===== src/rtl/delay_timer_mc.sv =====
// Multi-channel programmable delay timer: per-channel IDLE/RUN/DONE FSM emitting a one-cycle sig every limit+1 counts.
// Optional shared prescaler enabled by `define DELAY_TIMER_PRESCALE_EN (counters advance once every PRESC cycles).
module delay_timer_mc #(
  parameter int NCH       = 4,
  parameter int CBITS     = 19,
  parameter int DEF_LIMIT = 400000,
`ifdef DELAY_TIMER_PRESCALE_EN
  parameter int PRESC     = 10,
`endif
  parameter int CHW       = (NCH > 1) ? $clog2(NCH) : 1
) (
  input  logic             clk,
  input  logic             rst,
  input  logic [NCH-1:0]   en,
  input  logic             cfg_we,
  input  logic [CHW-1:0]   cfg_ch,
  input  logic [CBITS-1:0] cfg_limit,
  input  logic             cfg_mode,
  input  logic [NCH-1:0]   err_clr,
  output logic [NCH-1:0]   sig,
  output logic [NCH-1:0]   flg,
  output logic [NCH-1:0]   err
);

  typedef enum logic [1:0] {IDLE, RUN, DONE} state_t;

  state_t           st   [NCH];
  logic [CBITS-1:0] cnt  [NCH];
  logic [CBITS-1:0] lim  [NCH];
  logic [NCH-1:0]   mode;
  logic [NCH-1:0]   hit;
  logic             tick;

`ifdef DELAY_TIMER_PRESCALE_EN
  localparam int PW = (PRESC > 1) ? $clog2(PRESC) : 1;
  logic [PW-1:0] presc_cnt;

  assign tick = (presc_cnt == PW'(PRESC - 1));

  always_ff @(posedge clk or negedge rst) begin
    if (!rst) presc_cnt <= '0;
    else      presc_cnt <= tick ? '0 : presc_cnt + PW'(1);
  end
`else
  assign tick = 1'b1;
`endif

  // Out-of-range cfg_ch never matches any channel index, so such writes fall through silently.
  always_comb begin
    hit = '0;
    for (int i = 0; i < NCH; i++)
      hit[i] = cfg_we && (cfg_ch == CHW'(i));
  end

  always_ff @(posedge clk or negedge rst) begin
    if (!rst) begin
      for (int i = 0; i < NCH; i++) begin
        st[i]  <= IDLE;
        cnt[i] <= '0;
        lim[i] <= CBITS'(DEF_LIMIT);
      end
      mode <= '0;
      sig  <= '0;
      flg  <= '0;
      err  <= '0;
    end else begin
      for (int i = 0; i < NCH; i++) begin
        sig[i] <= 1'b0;
        // A new violation outranks a simultaneous clear.
        err[i] <= (err[i] & ~err_clr[i]) | (hit[i] && st[i] == RUN);
        if (hit[i] && st[i] != RUN) begin
          lim[i]  <= cfg_limit;
          mode[i] <= cfg_mode;
        end
        case (st[i])
          IDLE: begin
            cnt[i] <= '0;
            if (en[i]) begin
              st[i]  <= RUN;
              flg[i] <= 1'b1;
            end
          end
          RUN: begin
            if (!en[i]) begin
              st[i]  <= IDLE;
              cnt[i] <= '0;
              flg[i] <= 1'b0;
            end else if (tick) begin
              if (cnt[i] == lim[i]) begin
                cnt[i] <= '0;
                sig[i] <= 1'b1;
                if (mode[i]) begin
                  st[i]  <= DONE;
                  flg[i] <= 1'b0;
                end
              end else begin
                cnt[i] <= cnt[i] + CBITS'(1);
              end
            end
          end
          DONE: begin
            cnt[i] <= '0;
            if (!en[i]) st[i] <= IDLE;
          end
          default: begin
            st[i]  <= IDLE;
            cnt[i] <= '0;
            flg[i] <= 1'b0;
          end
        endcase
      end
    end
  end

endmodule


===== config.mk =====
export PLATFORM = sky130hd
export DESIGN_NAME = delay_timer_mc
export DESIGN_NICKNAME = d
export VERILOG_FILES = /design/src/rtl/delay_timer_mc.sv
export SDC_FILE = /design/constraint.sdc
export NUM_CORES = 1
export LEC_CHECK = 0
export ABC_AREA = 1
export BUFFER_PORTS_ARGS = -buffer_cell sky130_fd_sc_hd__buf_2
export CAP_MARGIN = 30
export CORE_MARGIN = 2
export CORE_UTILIZATION = 29
export CTS_CLUSTER_SIZE = 28
export DETAILED_ROUTE_END_ITERATION = 7
export GPL_TIMING_DRIVEN = 0
export PLACE_DENSITY = 0.55
export SETUP_SLACK_MARGIN = 0.15
export SKIP_LAST_GASP = 1
export SLEW_MARGIN = 20
export SYNTH_ARGS = -nofsm -noshare
export SYNTH_HDL_FRONTEND = slang
export SYNTH_SLANG_ARGS = --single-unit

===== constraint.sdc =====
create_clock -name clk -period 2.8 [get_ports clk]
set_input_delay 0.14 -clock clk [delete_from_list [all_inputs] [get_ports clk]]
set_output_delay 0.14 -clock clk [all_outputs]
set_load 0.03 [all_outputs]

Word-level counts from Yosys, hierarchy flattened
Index checks and enable logic that the tools add are counted.

Eq/ne operators: 35. Add/subtract/negate cells: 4. Shift operators: 0. Bitwise gates (word level): 16. Magnitude comparators: 0. Div/mod/pow operators: 0. Reduce and logical (&&, ||, !) cells: 25. Multipliers: 0. Mux-type cells: 68.

Operators with widths (count): 19-bit two-way mux (12); 19-bit by 1-bit adder with 19-bit output (second input constant) (4); 19-bit == test (4); 2-bit two-way mux (20); 4-bit AND reduction (8); 1-bit two-way mux (28); 2-bit one-hot mux with 3 select lines (4); 2-bit inequality test (second input constant) (8); 2-bit == test (second input constant) (6); 1-bit logical AND (12); 3-bit by 2-bit inequality test with 1-bit output (second input constant) (4); 3-bit inequality test (second input constant) (4); 1-bit one-hot mux with 3 select lines (4); 2-bit by 1-bit == test with 1-bit output (second input constant) (5); 2-bit zero test (5); 2-bit by 1-bit inequality test with 1-bit output (second input constant) (4); 1-bit inverter (8); 1-bit AND (4); 1-bit bitwise OR (4).

Memories kept: 0. Register bits: 176. Memory bits (writable): 0. Bits of input ports: 33. Output and inout port bits: 12. Memory bits (read-only): 0. Bits in latches: 0. Logic and storage cells: 170.

Logic depth before layout (Yosys ltp)
Gate-level depths: netlist (run 1).

Word-level depth: 4. Mapped depth: 13. Gate-level depth less buffers: 11.

Least setup slack after synthesis (run 1)
No wires, ideal clock.

Path type: register to register. Start: reg cnt[19] (netlist bit). End: reg cnt[33] (netlist bit). Buffers on the path: 0. Setup slack: 1.306 ns. Stages on the path, launching flop included: 8. Required time: 2.682 ns. Setup time: 0.118 ns. Period minus slack after synthesis: 1.494 ns. Arrival time: 1.375 ns. Cells stage by stage: dfrtp_1 ha_1 nand3_1 nor2_1 nand2_1 nor3b_1 xor2_1 nor2_1.

Word-level cells in the longest chain between the ends: 4. Elaborated cells between the ends (all ways): 5. Those cells by class: 1 x add/sub; 1 x eq/ne; 3 x mux.

Ends and longest elaborated chain: start, declared (line 28) `logic [CBITS-1:0] cnt [NCH];`; start signal, assigned by index (line 97) `cnt[i] <= cnt[i] + CBITS'(1);`; 19-bit by 1-bit adder with 19-bit output / 19-bit == test (equally long branches) (line 97, 89); 19-bit two-way mux * (line 89) `if (cnt[i] == lim[i]) begin`; 19-bit two-way mux * (line 84) `if (!en[i]) begin`; 19-bit two-way mux * (line 75) `case (st[i])`.

Mark *: on every way between the ends. The rest lies on a longest branch, timed or not. A chain may end at the register's enable or synchronous reset.

Worst setup path after layout (run 1)
Start: reg cnt[0] (netlist bit). End: reg cnt[12] (netlist bit).

The elaborated chain is that of the path after synthesis.

==> results of run 1 <==
==> worst max-delay path: cells and delay by family (launching register included) <==
family                     cells  cell delay, ns
and+or+nand+nor                5            0.78
xor gates and xnor gates       1            0.17
DFF                            1            0.43
adders and majority gates      1            0.29
==> registers in the layout (all words and copies together), names as in the netlist <==
signal	cells
cnt	76
err	4
flg	4
lim	76
mode	4
sig	4
st	8
==> metrics by stage <==
step / utilization (%) / instances
floorplan: - / 1183
global placement: 32.0 / 1623
detailed placement: 32.2 / 1625
CTS: 34.5 / 1666
global route: 34.5 / 1666
finish: 34.5 / 1666
==> power by group through the flow <==
stage / Combinational (mW) / Sequential, mW / Clock, mW
final: 2.28 / 3.93 / 2.62
after global routing: 2.69 / 4.03 / 2.81
after CTS: 2.33 / 3.93 / 2.68
after global placement: 2.24 / 3.95 / 0
after floorplan: 1.72 / 3.86 / 0
after detailed placement: 2.30 / 3.97 / 0
==> path summary, 6_finish.rpt <==
check / endpoint / cells after the start
max in group asynchronous: lim[36] / 4
setup reg to reg: cnt[12] / 7
setup / recovery: cnt[12] / 7
min in group asynchronous: sig[3] / 2
hold / removal: err[1] / 3
hold reg to reg: flg[3] / 2
==> cells in the final DEF, fill, tap and decap left out, types with 2 or more instances in the layout <==
master,n
sky130_fd_sc_hd__xnor2_1,26
sky130_fd_sc_hd__dfrtp_1,152
sky130_fd_sc_hd__buf_4,5
sky130_fd_sc_hd__clkbuf_1,17
sky130_fd_sc_hd__a21oi_1,8
sky130_fd_sc_hd__inv_2,10
sky130_fd_sc_hd__nand2_4,2
sky130_fd_sc_hd__o21ai_0,90
sky130_fd_sc_hd__dfstp_2,24
sky130_fd_sc_hd__dlygate4sd3_1,9
sky130_fd_sc_hd__buf_16,2
sky130_fd_sc_hd__nand2_1,353
sky130_fd_sc_hd__nor2_2,8
sky130_fd_sc_hd__a31oi_1,5
sky130_fd_sc_hd__clkinv_2,2
sky130_fd_sc_hd__nand4_1,14
sky130_fd_sc_hd__buf_6,4
sky130_fd_sc_hd__bufinv_16,4
sky130_fd_sc_hd__o211ai_1,2
sky130_fd_sc_hd__nand3_1,31
sky130_fd_sc_hd__nor2_4,4
sky130_fd_sc_hd__nor3_2,5
sky130_fd_sc_hd__nand3_2,11
sky130_fd_sc_hd__nand2_2,5
sky130_fd_sc_hd__inv_1,166
sky130_fd_sc_hd__clkbuf_16,17
sky130_fd_sc_hd__inv_6,4
sky130_fd_sc_hd__clkinv_4,3
sky130_fd_sc_hd__xor2_1,43
sky130_fd_sc_hd__buf_2,44
sky130_fd_sc_hd__nor3_1,28
sky130_fd_sc_hd__ha_1,4
sky130_fd_sc_hd__o21bai_1,4
sky130_fd_sc_hd__nor2_1,158
==> layout make-up <==
type	count	share of cell area, %
tap	396	4.67
multi-input combinational	805	36.5
buffer	26	1.39
clock buffer	18	4.04
clock inverter	14	1.91
sequential	176	41.8
inverter	176	6.22
timing repair buffer	55	3.54
==> routing by layer <==
layer  GRT usage [%]  vias to the layer above
met5               0                        -
met2            22.4                      100
met4            2.89                        0
met3            2.58                       12
met1            20.3                     3406
li1                -                     3775
==> cell families after synthesis <==
logic type	Yosys count	synth area share, %
simple gates	622	29.0
compound gates	110	6.27
fa+ha+maj	4	0.549
flops	176	48.7
xor+xnor	69	6.63
buf+inv	202	8.87
==> results.md, run 1 <==
GRT:
- Global routing used between 10 and 15% of the available tracks.
- The final global-route overflow total is 0.
- The initial antenna violation count was 0.
- The via count of the first global-routing pass is around 6900.
- Entering global routing, the biggest net connects about 90 pins.
- The first global-routing pass estimated roughly 37 mm of wire.

Timing:
- The final worst setup slack is 1.02 ns.
- After routing, the total negative slack on setup checks comes to 0 ns.
- Hold is met by approximately 0.021 ns.
- The slew of the pin with the lowest slew margin is ~0.9 ns.
- Across the routed clock network, the largest skew measured is approximately 0.014 ns.
- Setup repair after global routing left no endpoint under its margin.
- The achievable clock frequency is ~560 MHz.
- Setup violations remaining at the end of the flow were counted as 0.
- The number of hold-slack violations in the final timing report is 0.
- Counting I/O delays and the setup requirement, the final critical path takes about 1.8 ns.
- The final-report max-slew violation count is 0.
- The post-route clock period utilization is 63.6%.
- In this run the tightest slew margin relative to its limit is between 30 and 40%.

Power and ir drop:
- Summed over all nets, the switching power comes to between 3 and 4 mW.
- The internal portion of the total power is ~5.8 mW.
- The part of the power in registers is 44.5%.
- The worst vdd rail ir drop is ~420 uV.
- Combinational logic burns about a quarter of the power.
- Summing internal, switching and leakage power gives 8.83 mW.
- For this design the ratio of total power to cell area is about 830 nW/um2.
- The clock network is responsible for 29.7% of the overall power.
- Of the total power, the share spent switching nets is around 34%.
- The static leakage is 4.97 nW.

Logic synthesis:
- The post-synthesis instance total is 1183.
- The area of the mapped netlist is about 9100 um2.
- The proportion of synthesized chip area in sequential cells is 48.7%.
- Averaged over all synthesized cells, the footprint is around 7.7 um2.
- Counting flops with a built-in enable in the synthesized netlist gives 0.
- In the post-synthesis netlist, the biggest area contributors are sky130_fd_sc_hd__dfrtp_1 (42%), sky130_fd_sc_hd__nand2_1 (15%), sky130_fd_sc_hd__dfstp_2 (6.9%), sky130_fd_sc_hd__inv_1 (6.8%), sky130_fd_sc_hd__nor2_1 (6.5%).
- In the synthesized netlist, the cells that appear most often are sky130_fd_sc_hd__nand2_1 (353), sky130_fd_sc_hd__inv_1 (166), sky130_fd_sc_hd__nor2_1 (158), sky130_fd_sc_hd__dfrtp_1 (152), sky130_fd_sc_hd__o21ai_0 (90).
- The number of nets handed over by synthesis was roughly 1200.
- The most used flip-flop cell after synthesis is sky130_fd_sc_hd__dfrtp_1.
- In this run the biggest area consumer among cell types represents a little over two fifths of the synthesized area.
- The number of flip-flops and latches in the synthesized netlist is 176.
- Of all cell types, the one taking the most synthesized area is sky130_fd_sc_hd__dfrtp_1.
- Yosys instantiated no cell more often than sky130_fd_sc_hd__nand2_1.
- The number of different library cells used by synthesis comes to 31.
- The proportion of register bits with asynchronous set or reset after synthesis is between 90% and 100%.
- The total of warnings raised by yosys is 0.

Detailed routing:
- Before antenna repair, the detailed router went through 4 iterations.
- The routed design has 22.1 mm of wire.
- The number of design-rule violations left by the first detailed-router iteration is 441.
- The highest metal layer with signal wires is met4.
- The detailed route wirelength on metal3 is approximately 730 um.
- The total number of vias is about 7300.
- The sum of routed wire segments on met1 is between 10 and 15 mm.
- In the final routed layout, each cell accounts on average for between 10 and 15 um.
- The met2 wire length is around 10 mm.
- The residual antenna-violating net count after detailed routing is 0.
- The detail-routed via count per cell is approximately 4.4.
- The residual DRC count is 0.

Clock tree:
- The count of buffers added by post-CTS timing repair for setup is 0.
- The H-tree depth is 4.
- CTS saw 176 sinks.
- The number of hold-repair buffers added at the cts stage is 9.
- The root buffer cell is sky130_fd_sc_hd__clkbuf_16.
- The number of gates resized after cts is 0.
- TritonCTS built the clock tree.
- The number of buffers created by CTS is 17.
- Clock latency on the worst-skew pair, taken at its later pin, is ~0.44 ns.
- The clock-pin slew of the registers on the worst-case setup and hold paths is about 0.07 ns.
- The clock passes through at most 2 buffers.

Worst setup path:
- In this run the worst path has a maximum fanout of 5.
- The slack of the worst reg-to-reg path is just over 1 ns.
- The cell type of the slowest stage on the worst timing path is sky130_fd_sc_hd__dfrtp_1.
- In this run the critical register-to-register path is launched from cnt[0].
- At the worst endpoint, the required time is 3.13 ns.
- The dominant cell type by count on the critical path is sky130_fd_sc_hd__nor2_1.
- The data arrival time of the worst path is between 2 and 2.5 ns.
- The endpoint kind of the worst setup timing path is a flop.
- The maximum cell stage delay along the critical path is 0.43 ns.
- The critical path is of the reg -> reg type.
- The worst setup path is launched from a flop.
- The signal on the critical path passes through ha_1, nand3_2, nor3_2, nand2_1, nor2_1, xor2_1, nor2_1.
- The most critical setup path has its startpoint at cnt[0].

Placement:
- At the end of routability-driven placement, the weighted congestion stood at 0.811.
- The estimated wirelength of the detail-placed design is around 16 mm.
- OpenSTA, run right after detailed placement, puts the worst setup slack at just over 0.6 ns.
- After detailed placement, the total cell area comes to just under 10000 um2.
- Port buffering added 44 buffers.

Floorplan:
- The die is 181 um wide.
- The core footprint is 30700 um2.
- The die height is 181 um.
- between 40 and 50 I/O pins were placed.
- The die covers 32900 um2.
- The initial core utilization is 29.6%.
- The floorplan has 64 rows.

Final layout:
- The area taken by multi-input logic gates is between 3000 and 4000 um2.
- The post-route netlist has between 10% and 20% of its cells at a drive strength greater than 1.
- The number of inserted filler cells in the final layout is about 3300.
- Summing all non-filler instances in the final layout gives an area of between 10000 and 15000 um2.
- For this run, the post-layout net count is approximately 1300.
- Summing all flip-flop and latch instances after layout gives roughly 4400 um2.
- The signed area change from the synthesized netlist to the final layout is 16.5%.
- The number of antenna diodes is 0.

Outcome:
- The run finished with clean final reports.

Min path:
- The type of the worst min-delay path is in -> reg.
- The startpoint of the worst hold path is cfg_ch[0].

Job:
- The count of maximum capacitance violations is 0.
(Power assumes the default switching activity.)
==> inputs of run 2 (changes only) <==
Clock period 2.8 ns to 1.7 ns, I/O delays scaled along.
==> results.md, run 2 (synthesized netlist as in run 1, its figures left out) <==
Timing:
- The number of setup violations in the final report is 0 (unchanged).
- Setup repair after global routing could not meet its margin everywhere.
- The slew of the pin with the lowest slew margin came to 0.807 ns (-0.0942 ns).
- The normalized max-slew margin came to 45.8% (+6.3 points).
- The post-route clock period utilization is 97.4% (+34 points).
- The worst hold slack across all endpoints is 0.00648 ns (-0.0144 ns).
- The clock tree skew after final layout is 0.0166 ns (+0.00266 ns).
- The final-report max-slew violation count is 0 (unchanged).
- The number of hold-slack violations in the final timing report is 0 (unchanged).
- The final worst setup slack came to 0.0440 ns (-0.976 ns).
- The shortest clock period the worst path allows after layout is 1.66 ns (-0.124 ns).
- The achievable clock frequency is 604 MHz (+7.5%).

Worst setup path:
- The data required time at the worst endpoint is 2.07 ns (-1.06 ns).
- The worst register-to-register path ends at st[5].
- The startpoint of the most critical setup path is lim[50].
- The cell depth of the worst flop-to-flop path is 11 (+4).
- The largest driver fanout on the critical path is 5 (unchanged).
- The startpoint identified for the worst register-to-register timing path is lim[50].
- The slack of the worst reg-to-reg path is 0.04 ns (-0.98 ns).
- The data arrival time of the worst path is 2.03 ns (-0.08 ns).
- The critical path in this run is classified as reg -> reg.
- STA classifies the critical path startpoint as a flop.
- The worst setup path is captured at a flop.
- The capturing element of the worst setup path is st[5].

Clock tree:
- The maximum buffer depth of the clock tree is 2 (unchanged).
- The number of buffers created by CTS is 17 (unchanged).
- Clock tree synthesis selected as its root buffer the cell sky130_fd_sc_hd__clkbuf_16.
- The H-tree depth was 4 (unchanged).
- TritonCTS built the clock tree.
- The clock latency on the worst-skew pair is 0.44 ns (about the same).
- The total number of clock tree sinks is 176 (unchanged).
- The clock-pin slew of the registers on the worst-case setup and hold paths was 0.07 ns (about the same).

Final layout:
- The most frequent standard cell in the layout excluding fill and tap cells is sky130_fd_sc_hd__nand2_1.
- The core utilization of the finished layout came to 38.5% (+4.0 points).
- In the layout the commonest cells are sky130_fd_sc_hd__nand2_1 (343), sky130_fd_sc_hd__inv_1 (159), sky130_fd_sc_hd__dfrtp_1 (140).
- The number of inserted filler cells in the final layout was 3154 (-4.0%).
- The area taken by multi-input logic gates was 4460 um2 (+15%).
- The number of antenna diodes came to 0 (unchanged).
- The total number of nets in the final design is 1349 (+4.3%).
- The signed area change from the synthesized netlist to the final layout is 29.9%.
- The cell area after layout came to 11800 um2 (+12%).
- The proportion of layout cells with a drive suffix above 1 came to 26.3% (+14 points).
- The area occupied by registers was 4450 um2 (+0.34%).
- In the final layout, the registers with the most flip-flops are cnt x76, lim x76, st x8.

Detailed routing:
- The residual antenna-violating net count after detailed routing is 0 (unchanged).
- The final routed wirelength across all metal layers came to 23.7 mm (+7.2%).
- The residual DRC count is 0 (unchanged).
- The total number of vias is 7615 (+4.4%).
- The iteration count of the initial detailed-routing pass was 5 (+1).
- The detail-routed via count per cell is 4.42 (+1.1%).
- The number of design-rule violations left by the first detailed-router iteration is 432 (-2.0%).
- The wire length per cell after detailed routing was 13.8 um (+3.7%).

Power and ir drop:
- The worst vdd rail ir drop came to 713 uV (+68%).
- The static leakage was 5.42 nW (+9.1%).
- The total power divided by cell area is 1320 nW/um2 (+59%).

GRT:
- The global-route wire length before repair came to 38.1 mm (+3.3%).
- The overall routing resource usage is 14.7% (+0.49 points).
- The via count of the first global-routing pass was 7186 (+4.2%).
- The final global-route overflow total is 0 (unchanged).
- The initial antenna violation count is 0 (unchanged).
- The maximum number of pins on one net before global-route repair is 89 (unchanged).

Min path:
- The type of the worst min-delay path is in -> reg.
- The startpoint of the worst hold path is cfg_ch[1].

Floorplan:
- The width of the die came to 181 um (unchanged).
- The number of standard-cell rows in the floorplan is 64 (unchanged).
- The initial core utilization is 29.6% (unchanged).
- The die height is 181 um (unchanged).
- The number of placed I/O pins came to 45 (unchanged).
- The core footprint came to 30700 um2 (unchanged).
- The floorplan die area is 32900 um2 (unchanged).

Outcome:
- The flow ran to the end, and the final reports show no timing, DRC or antenna violations.

Placement:
- The routability congestion estimate came to 0.811 (unchanged).
- The minimum setup slack after placement is -0.425 ns (-1.05 ns).
- The estimated wirelength of the detail-placed design is 16.1 mm (unchanged).
- The total cell area at the placement stage is 9890 um2 (unchanged).
- The number of buffers added on ports was 44 (unchanged).

Job:
- The count of maximum capacitance violations is 0 (unchanged).
-- run 2: worst min path at each step --
stage | slack, ns | depth (start not counted) | endpoint
after global placement | 0.27 | 2 | err[2]
after global routing | 0.02 | 3 | lim[19]
after detailed placement | -0.05 | 1 | flg[0]
after floorplan | -0.21 | 0 | cnt[0]
final | 0.006 | 4 | err[0]
after CTS | 0.007 | 3 | mode[2]
-- run 2: layout make-up --
class,count,area share (%)
multi-input combinational,805,37.7
sequential,176,37.6
timing repair buffer,110,7.88
inverter,176,5.58
tap,396,4.18
clock buffer,18,3.62
buffer,26,1.76
clock inverter,14,1.71
-- run 2: critical path, stage by stage (launching register included) --
cell	delay, ns
sky130_fd_sc_hd__dfstp_2	0.57
sky130_fd_sc_hd__inv_2	0.03
sky130_fd_sc_hd__nand2_1	0.05
sky130_fd_sc_hd__nand2_1	0.06
sky130_fd_sc_hd__nor2_2	0.11
sky130_fd_sc_hd__nand2_1	0.07
sky130_fd_sc_hd__nor2_2	0.16
sky130_fd_sc_hd__nand3_4	0.11
sky130_fd_sc_hd__nand2_4	0.13
sky130_fd_sc_hd__buf_8	0.16
sky130_fd_sc_hd__nand3_2	0.07
sky130_fd_sc_hd__nand2_1	0.08
-- run 2: metrics by stage --
stage | power, mW | cells | TNS (ns)
after detailed placement | 10.3 | 1625 | -13.52
after floorplan | 9.18 | 1183 | 0
after global routing | 16.8 | 1721 | -0.530
final | 15.6 | 1721 | 0
after CTS | 15.3 | 1700 | 0
after global placement | 10.2 | 1623 | -429.94
-- run 2: repair_timing --
item | 4_1_cts | 5_1_grt
hold endpoints to repair | 114 | 0
hold buffers | 10 | 0
gates resized for setup | 64 | 155
endpoints found under the setup margin | 144 | 147
pin swaps | 38 | 37
buffers inserted | 29 | 18
gates cloned | 4 | 3
-- run 2: layer usage --
| layer | up-vias | track usage, % | share of wire [%] |
|---|---|---|---|
| met3 | 18 | 2.56 | 3.6 |
| met4 | 0 | 2.93 | 0.82 |
| li1 | 3894 | - | - |
| met2 | 116 | 23.4 | 47 |
| met1 | 3587 | 20.8 | 49 |
| met5 | - | 0 | 0 |
-- run 2: power breakdown --
group | total (mW) | internal [mW] | leakage (nW) | switching, mW
Sequential | 6.44 | 5.51 | 2.25 | 0.933
Clock | 4.34 | 2.50 | 0.312 | 1.85
Combinational | 4.86 | 2.14 | 2.86 | 2.72
